**src/rtl/load_store_unit_pkg.sv**
```systemverilog
// Shared constants for the load/store unit: funct3 width codes, fault codes, FSM states
// and the request-classification helpers used at issue time.
package load_store_unit_pkg;

  localparam logic [2:0] LSU_B  = 3'b000;
  localparam logic [2:0] LSU_H  = 3'b001;
  localparam logic [2:0] LSU_W  = 3'b010;
  localparam logic [2:0] LSU_BU = 3'b100;
  localparam logic [2:0] LSU_HU = 3'b101;

  localparam logic [1:0] LSU_FAULT_NONE     = 2'b00;
  localparam logic [1:0] LSU_FAULT_MISALIGN = 2'b01;
  localparam logic [1:0] LSU_FAULT_ILLEGAL  = 2'b10;
  localparam logic [1:0] LSU_FAULT_TIMEOUT  = 2'b11;

  localparam logic [1:0] ST_IDLE = 2'd0;
  localparam logic [1:0] ST_REQ  = 2'd1;
  localparam logic [1:0] ST_WAIT = 2'd2;

  // Unsigned widths have no meaning for stores.
  function automatic logic funct3_legal(input logic [2:0] funct3, input logic is_store);
    case (funct3)
      LSU_B, LSU_H, LSU_W: return 1'b1;
      LSU_BU, LSU_HU:      return !is_store;
      default:             return 1'b0;
    endcase
  endfunction

  function automatic logic is_misaligned(input logic [2:0] funct3, input logic [1:0] offset);
    case (funct3)
      LSU_H, LSU_HU: return offset[0];
      LSU_W:         return offset != 2'b00;
      default:       return 1'b0;
    endcase
  endfunction

endpackage

```
**src/rtl/lsu_align.sv**
```systemverilog
// Combinational lane logic: store data replication and byte strobes, plus load lane
// extraction with sign/zero extension.
module lsu_align
  import load_store_unit_pkg::*;
(
  input  logic [2:0]  store_funct3,
  input  logic [1:0]  store_offset,
  input  logic [31:0] store_data,
  input  logic [2:0]  load_funct3,
  input  logic [1:0]  load_offset,
  input  logic [31:0] rdata,
  output logic [31:0] wdata,
  output logic [3:0]  wstrb,
  output logic [31:0] load_data
);

  logic [31:0] shifted;

  always_comb begin
    wdata = store_data;
    wstrb = 4'b1111;
    case (store_funct3)
      LSU_B: begin
        wdata = {4{store_data[7:0]}};
        wstrb = 4'b0001 << store_offset;
      end
      LSU_H: begin
        wdata = {2{store_data[15:0]}};
        wstrb = 4'b0011 << store_offset;
      end
      default: ;
    endcase
  end

  assign shifted = rdata >> {load_offset, 3'b000};

  always_comb begin
    case (load_funct3)
      LSU_B:   load_data = {{24{shifted[7]}}, shifted[7:0]};
      LSU_H:   load_data = {{16{shifted[15]}}, shifted[15:0]};
      LSU_BU:  load_data = {24'd0, shifted[7:0]};
      LSU_HU:  load_data = {16'd0, shifted[15:0]};
      default: load_data = shifted;
    endcase
  end

endmodule

```
**src/rtl/load_store_unit.sv**
```systemverilog
// Memory stage: issues one RV32I load/store over a ready/valid port, stalls the pipeline
// while the access is in flight and returns extended load data with a fault code.
module load_store_unit
  import load_store_unit_pkg::*;
#(
  parameter int unsigned TIMEOUT_CYCLES = 255
) (
  input  logic        clk,
  input  logic        reset,
  input  logic        lsu_input_valid,
  input  logic        lsu_input_is_load,
  input  logic        lsu_input_is_store,
  input  logic [2:0]  lsu_input_funct3,
  input  logic [31:0] lsu_input_addr,
  input  logic [31:0] lsu_input_store_data,
  input  logic [4:0]  lsu_input_rd,
  output logic        mem_output_req,
  output logic        mem_output_we,
  output logic [31:0] mem_output_addr,
  output logic [31:0] mem_output_wdata,
  output logic [3:0]  mem_output_wstrb,
  input  logic        mem_input_ready,
  input  logic        mem_input_rvalid,
  input  logic [31:0] mem_input_rdata,
  output logic        lsu_output_busy,
  output logic        lsu_output_valid,
  output logic [31:0] lsu_output_load_data,
  output logic [4:0]  lsu_output_rd,
  output logic [1:0]  lsu_output_fault
);

  logic [1:0]  state_q, state_d;
  logic        is_load_q, is_load_d;
  logic [2:0]  funct3_q, funct3_d;
  logic [1:0]  offset_q, offset_d;
  logic [4:0]  req_rd_q, req_rd_d;
  logic [31:0] cnt_q, cnt_d;
  logic        req_q, req_d;
  logic        we_q, we_d;
  logic [31:0] addr_q, addr_d;
  logic [31:0] wdata_q, wdata_d;
  logic [3:0]  wstrb_q, wstrb_d;
  logic        busy_q, busy_d;
  logic        valid_q, valid_d;
  logic [31:0] load_data_q, load_data_d;
  logic [4:0]  rd_q, rd_d;
  logic [1:0]  fault_q, fault_d;

  logic        in_cmd, in_store;
  logic [31:0] cnt_inc;
  logic        timeout_hit;
  logic [31:0] align_wdata, align_load_data;
  logic [3:0]  align_wstrb;

  lsu_align u_align (
    .store_funct3 (lsu_input_funct3),
    .store_offset (lsu_input_addr[1:0]),
    .store_data   (lsu_input_store_data),
    .load_funct3  (funct3_q),
    .load_offset  (offset_q),
    .rdata        (mem_input_rdata),
    .wdata        (align_wdata),
    .wstrb        (align_wstrb),
    .load_data    (align_load_data)
  );

  assign in_cmd      = lsu_input_valid & (lsu_input_is_load | lsu_input_is_store);
  // A request flagged as both load and store is handled as a load.
  assign in_store    = lsu_input_is_store & ~lsu_input_is_load;
  assign cnt_inc     = cnt_q + 32'd1;
  assign timeout_hit = (TIMEOUT_CYCLES != 0) && (cnt_inc >= TIMEOUT_CYCLES);

  always_comb begin
    state_d     = state_q;
    is_load_d   = is_load_q;
    funct3_d    = funct3_q;
    offset_d    = offset_q;
    req_rd_d    = req_rd_q;
    cnt_d       = cnt_q;
    req_d       = req_q;
    we_d        = we_q;
    addr_d      = addr_q;
    wdata_d     = wdata_q;
    wstrb_d     = wstrb_q;
    valid_d     = 1'b0;
    load_data_d = load_data_q;
    rd_d        = rd_q;
    fault_d     = LSU_FAULT_NONE;

    case (state_q)
      ST_IDLE: begin
        if (in_cmd) begin
          if (!funct3_legal(lsu_input_funct3, in_store)) begin
            valid_d = 1'b1;
            fault_d = LSU_FAULT_ILLEGAL;
            rd_d    = 5'd0;
          end else if (is_misaligned(lsu_input_funct3, lsu_input_addr[1:0])) begin
            valid_d = 1'b1;
            fault_d = LSU_FAULT_MISALIGN;
            rd_d    = 5'd0;
          end else begin
            state_d   = ST_REQ;
            cnt_d     = 32'd0;
            is_load_d = ~in_store;
            funct3_d  = lsu_input_funct3;
            offset_d  = lsu_input_addr[1:0];
            req_rd_d  = lsu_input_rd;
            req_d     = 1'b1;
            we_d      = in_store;
            addr_d    = {lsu_input_addr[31:2], 2'b00};
            wdata_d   = in_store ? align_wdata : 32'd0;
            wstrb_d   = in_store ? align_wstrb : 4'b0000;
          end
        end
      end
      ST_REQ, ST_WAIT: begin
        // Completion takes priority over a timeout landing in the same cycle.
        if ((state_q == ST_REQ && mem_input_ready && (!is_load_q || mem_input_rvalid)) ||
            (state_q == ST_WAIT && mem_input_rvalid)) begin
          state_d = ST_IDLE;
          req_d   = 1'b0;
          valid_d = 1'b1;
          if (is_load_q) begin
            load_data_d = align_load_data;
            rd_d        = req_rd_q;
          end else begin
            rd_d = 5'd0;
          end
        end else if (timeout_hit) begin
          state_d = ST_IDLE;
          req_d   = 1'b0;
          valid_d = 1'b1;
          fault_d = LSU_FAULT_TIMEOUT;
          rd_d    = 5'd0;
        end else begin
          cnt_d = cnt_inc;
          if (state_q == ST_REQ && mem_input_ready) begin
            state_d = ST_WAIT;
            req_d   = 1'b0;
          end
        end
      end
      default: begin
        state_d = ST_IDLE;
        req_d   = 1'b0;
      end
    endcase

    busy_d = (state_d != ST_IDLE);
  end

  always_ff @(posedge clk) begin
    if (reset) begin
      state_q     <= ST_IDLE;
      is_load_q   <= 1'b0;
      funct3_q    <= 3'd0;
      offset_q    <= 2'd0;
      req_rd_q    <= 5'd0;
      cnt_q       <= 32'd0;
      req_q       <= 1'b0;
      we_q        <= 1'b0;
      addr_q      <= 32'd0;
      wdata_q     <= 32'd0;
      wstrb_q     <= 4'd0;
      busy_q      <= 1'b0;
      valid_q     <= 1'b0;
      load_data_q <= 32'd0;
      rd_q        <= 5'd0;
      fault_q     <= LSU_FAULT_NONE;
    end else begin
      state_q     <= state_d;
      is_load_q   <= is_load_d;
      funct3_q    <= funct3_d;
      offset_q    <= offset_d;
      req_rd_q    <= req_rd_d;
      cnt_q       <= cnt_d;
      req_q       <= req_d;
      we_q        <= we_d;
      addr_q      <= addr_d;
      wdata_q     <= wdata_d;
      wstrb_q     <= wstrb_d;
      busy_q      <= busy_d;
      valid_q     <= valid_d;
      load_data_q <= load_data_d;
      rd_q        <= rd_d;
      fault_q     <= fault_d;
    end
  end

  assign mem_output_req       = req_q;
  assign mem_output_we        = we_q;
  assign mem_output_addr      = addr_q;
  assign mem_output_wdata     = wdata_q;
  assign mem_output_wstrb     = wstrb_q;
  assign lsu_output_busy      = busy_q;
  assign lsu_output_valid     = valid_q;
  assign lsu_output_load_data = load_data_q;
  assign lsu_output_rd        = rd_q;
  assign lsu_output_fault     = fault_q;

endmodule

```
**config.mk**
```make
export PLATFORM = sky130hd
export DESIGN_NAME = load_store_unit
export DESIGN_NICKNAME = d
export VERILOG_FILES = /design/src/rtl/load_store_unit_pkg.sv /design/src/rtl/lsu_align.sv /design/src/rtl/load_store_unit.sv
export SDC_FILE = /design/constraint.sdc
export NUM_CORES = 1
export LEC_CHECK = 0
export ABC_AREA = 1
export ABC_CLOCK_PERIOD_IN_PS = 3500
export CAP_MARGIN = 20
export CORE_MARGIN = 2
export CORE_UTILIZATION = 30
export DETAILED_ROUTE_END_ITERATION = 12
export PLACE_DENSITY_LB_ADDON = 0.08
export SYNTH_ARGS = -nofsm -noshare
export SYNTH_HDL_FRONTEND = slang
export SYNTH_SLANG_ARGS = --single-unit
```
**constraint.sdc**
```tcl
create_clock -name clk -period 3.5 [get_ports clk]
set_input_delay 1.05 -clock clk [delete_from_list [all_inputs] [get_ports clk]]
set_output_delay 1.05 -clock clk [all_outputs]
set_load 0.01 [all_outputs]
```
==> metrics.txt <==
Placed Cells 1601; root buf cell clkbuf_16; CTS buffer count 17; crit path time final 2870 ps; CTS Hold Bufs 0; highest-delay cell along the critical path clkdlybuf4s50_1; crit path cell chain clkdlybuf4s50_1 > inv_1 > a21oi_1 > a21oi_1 > inv_1 > nor2_1 > nand2_1 > nor2_2 > nand2_1 > inv_1 > buf_4 > nand2_1 > a21oi_1; Final nets ~1400; Internal 0.00314 W; crit-path max FO 14; routed wire length per instance 15.1 um; GRT overflow 0; clock skew roughly 22 ps; cts repair resizes 0; worst setup path startpoint lsu_input_funct3[0]; placer congestion estimate 0.793; Starting Density 30.7%; largest net degree at the start of global routing 46; worst setup margin 635 ps; worst-margin pin slew 755 ps; Final period util 81.9%; Final ANT Viol Nets 0; CTS tree done; clock slew at reported path FFs roughly 60 ps; number of antenna violations at the first check in global routing 1; H-tree depth 4; cell family with most CP delay buffers and inverters; final slew viol count 0; syn_area_per_cell between 6 and 7 um^2; clock latency on the worst-skew pair 440 ps; Crit path required time 3850 ps; # IOs 222; Synth warnings 0; WS Path Type input pin to flip-flop; 1st-iter DRT viols 450; share of total power in the clock network 46.5%; logic gate share of total power a little under an eighth; die area 26300 um^2; die height 162 um; core area 24500 um^2; worst hold path type flip-flop to flip-flop; status finished, final reports clean; Max-cap violations 0; RSZ-0062 raised after global routing false; RR Startpoint cnt_q[1]; Post-Synthesis Cell Area 7510 um^2; Fin Setup TNS 0 ps; GRT busiest layer met2; Area growth, synth to finish 41.8%; grt met1 use about a quarter; most frequent cells in the layout nand2_1, clkdlybuf4s50_1, dfxtp_1; sequential area share after synthesis approximately two fifths; crit path capture type flip-flop; std cell rows 57; Startpoint Class input pin; CP Data Arrival Time 3210 ps; Post-Syn Instances 1090; HP Start mem_output_wdata[24]; Netlist cell types 40; Port Buf Inserts 219; met3 Use GR 6.38%; met2 GRT Util between 30% and 40%; sequential power share 42.1%; Lkg Pwr a little over 4 nW; Post-DP HPWL 17.9 mm; drc violations 0; setup repair bufs after CTS 0; final std cells w/o fill around 1600; clock tree buffer depth 2; pre-CTS WS about 170 ps; flops & latches, synth 154; DIE WIDTH ~160 um; Max Freq roughly 350 MHz; CTS Sinks about 150; drt via density 4.67; Worst path max stage delay approximately 480 ps; drt first pass iters 5; PwrDens 405 nW/um^2; most common cell after layout, fill and taps aside nand2_1; Max VDD drop ~0.26 mV; share of cells above drive strength 1 about 8.6%; first-pass GRT wire length ~40 mm; number of global-route vias before repair between 7000 and 8000; routed vias 7628; Total Wirelength 24.7 mm; final count of negative-setup-slack endpoints 0; global-route usage over all layers 19.3%; CP Buf/Inv Count 5; P_sw 0.00117 W; Rel. slew slack 49.1%; final hold violations 0; Sw Share ~27%; Fillers roughly 2600
==> power groups by stage <==
| stage | sequential [W] | clock, W | combinational [W] |
|---|---|---|---|
| after floorplan | 0.00186 | 0 | 0.000217 |
| after global placement | 0.00185 | 0 | 0.000497 |
| after detailed placement | 0.00185 | 0 | 0.000497 |
| after CTS | 0.00181 | 0.00205 | 0.000499 |
| after global routing | 0.00182 | 0.00213 | 0.000547 |
| final | 0.00181 | 0.00200 | 0.000493 |
==> state kept, by name, summed over array words and instances (netlist names) <==
signal,count
funct3_q,3
req_rd_q,5
lsu_output_valid,1
mem_output_wstrb,4
cnt_q,32
lsu_output_rd,5
mem_output_req,1
lsu_output_fault,2
state_q,2
is_load_q,1
offset_q,2
lsu_output_load_data,32
lsu_output_busy,1
mem_output_wdata,32
mem_output_we,1
mem_output_addr,30
==> final cells by class <==
type | count | area, um^2 | area share (%)
Multi-Input combinational cell | 801 | 3840 | 36.1
Timing Repair Buffer | 240 | 2370 | 22.2
Clock inverter | 14 | 195 | 1.83
Sequential cell | 154 | 3080 | 28.9
Inverter | 82 | 313 | 2.94
Antenna cell | 1 | 2.50 | 0.0235
Clock buffer | 18 | 439 | 4.12
Tap cell | 324 | 405 | 3.81
==> per-stage QoR <==
| stage | instance area [um^2] | hold slack (ps) | utilization, % | power (W) |
|---|---|---|---|---|
| finish | 10700 | 463 | 43.5 | 0.00431 |
| global route | 10700 | 485 | 43.5 | 0.00449 |
| CTS | 10700 | 465 | 43.5 | 0.00437 |
| detailed placement | 10000 | 454 | 40.9 | 0.00235 |
| global placement | 10000 | 451 | 40.9 | 0.00235 |
| floorplan | 7520 | 446 | - | 0.00208 |
==> logic make-up (layout without fill, tap and decap cells) <==
logic type                 Yosys count  in the layout  synth area share, %
AOI/OAI and AO/OA                  241            241                 16.8
xor gates and xnor gates             6              6                0.700
DFF                                154            154                 41.0
adders and majority gates            6              6                0.999
buffers and inverters              136            354                 7.86
other                                1              3               0.0499
and+or+nand+nor                    546            546                 32.5
==> path summary, 6_finish.rpt <==
kind	depth (start not counted)	to	slack (ps)
min	2	mem_output_wdata[24]	460
max	13	mem_output_wdata[21]	630
max reg2reg	16	cnt_q[10]	700
min reg2reg	2	mem_output_wdata[24]	460
==> tightest hold or removal path, stage by stage, from the launching register on <==
cell and delay (ps):
dfxtp_1 310, nand2_1 60, a21oi_1 50
==> metal layers <==
metal | part of all wire (%) | wire length (um)
met1 | 47 | 11600
met2 | 45 | 11100
met3 | 7.7 | 1900
met4 | 0.77 | 189
met5 | 0 | 0
==> synth_stat cells, drive strengths merged <==
master	number	area share [%]
nand2	305	16
nor2	160	9.3
dfxtp	154	41
o21ai	128	8.5
a21oi	93	6.2
inv	80	4.1
nand3	40	3.1
clkbuf	38	1.9
nor3	27	3.1
buf	13	1.4
o211ai	11	1.1
nand4	10	0.92
a221oi	7	0.82
ha	6	1.0
dlygate4sd3	3	0.40
xnor2	3	0.35
xor2	3	0.35
clkinv	2	0.10
nand3b	2	0.20
a211oi	1	0.10
a31oi	1	0.083
and2	1	0.083
conb	1	0.050
or2	1	0.083
No activity file was read; power rests on OpenSTA's default activity.
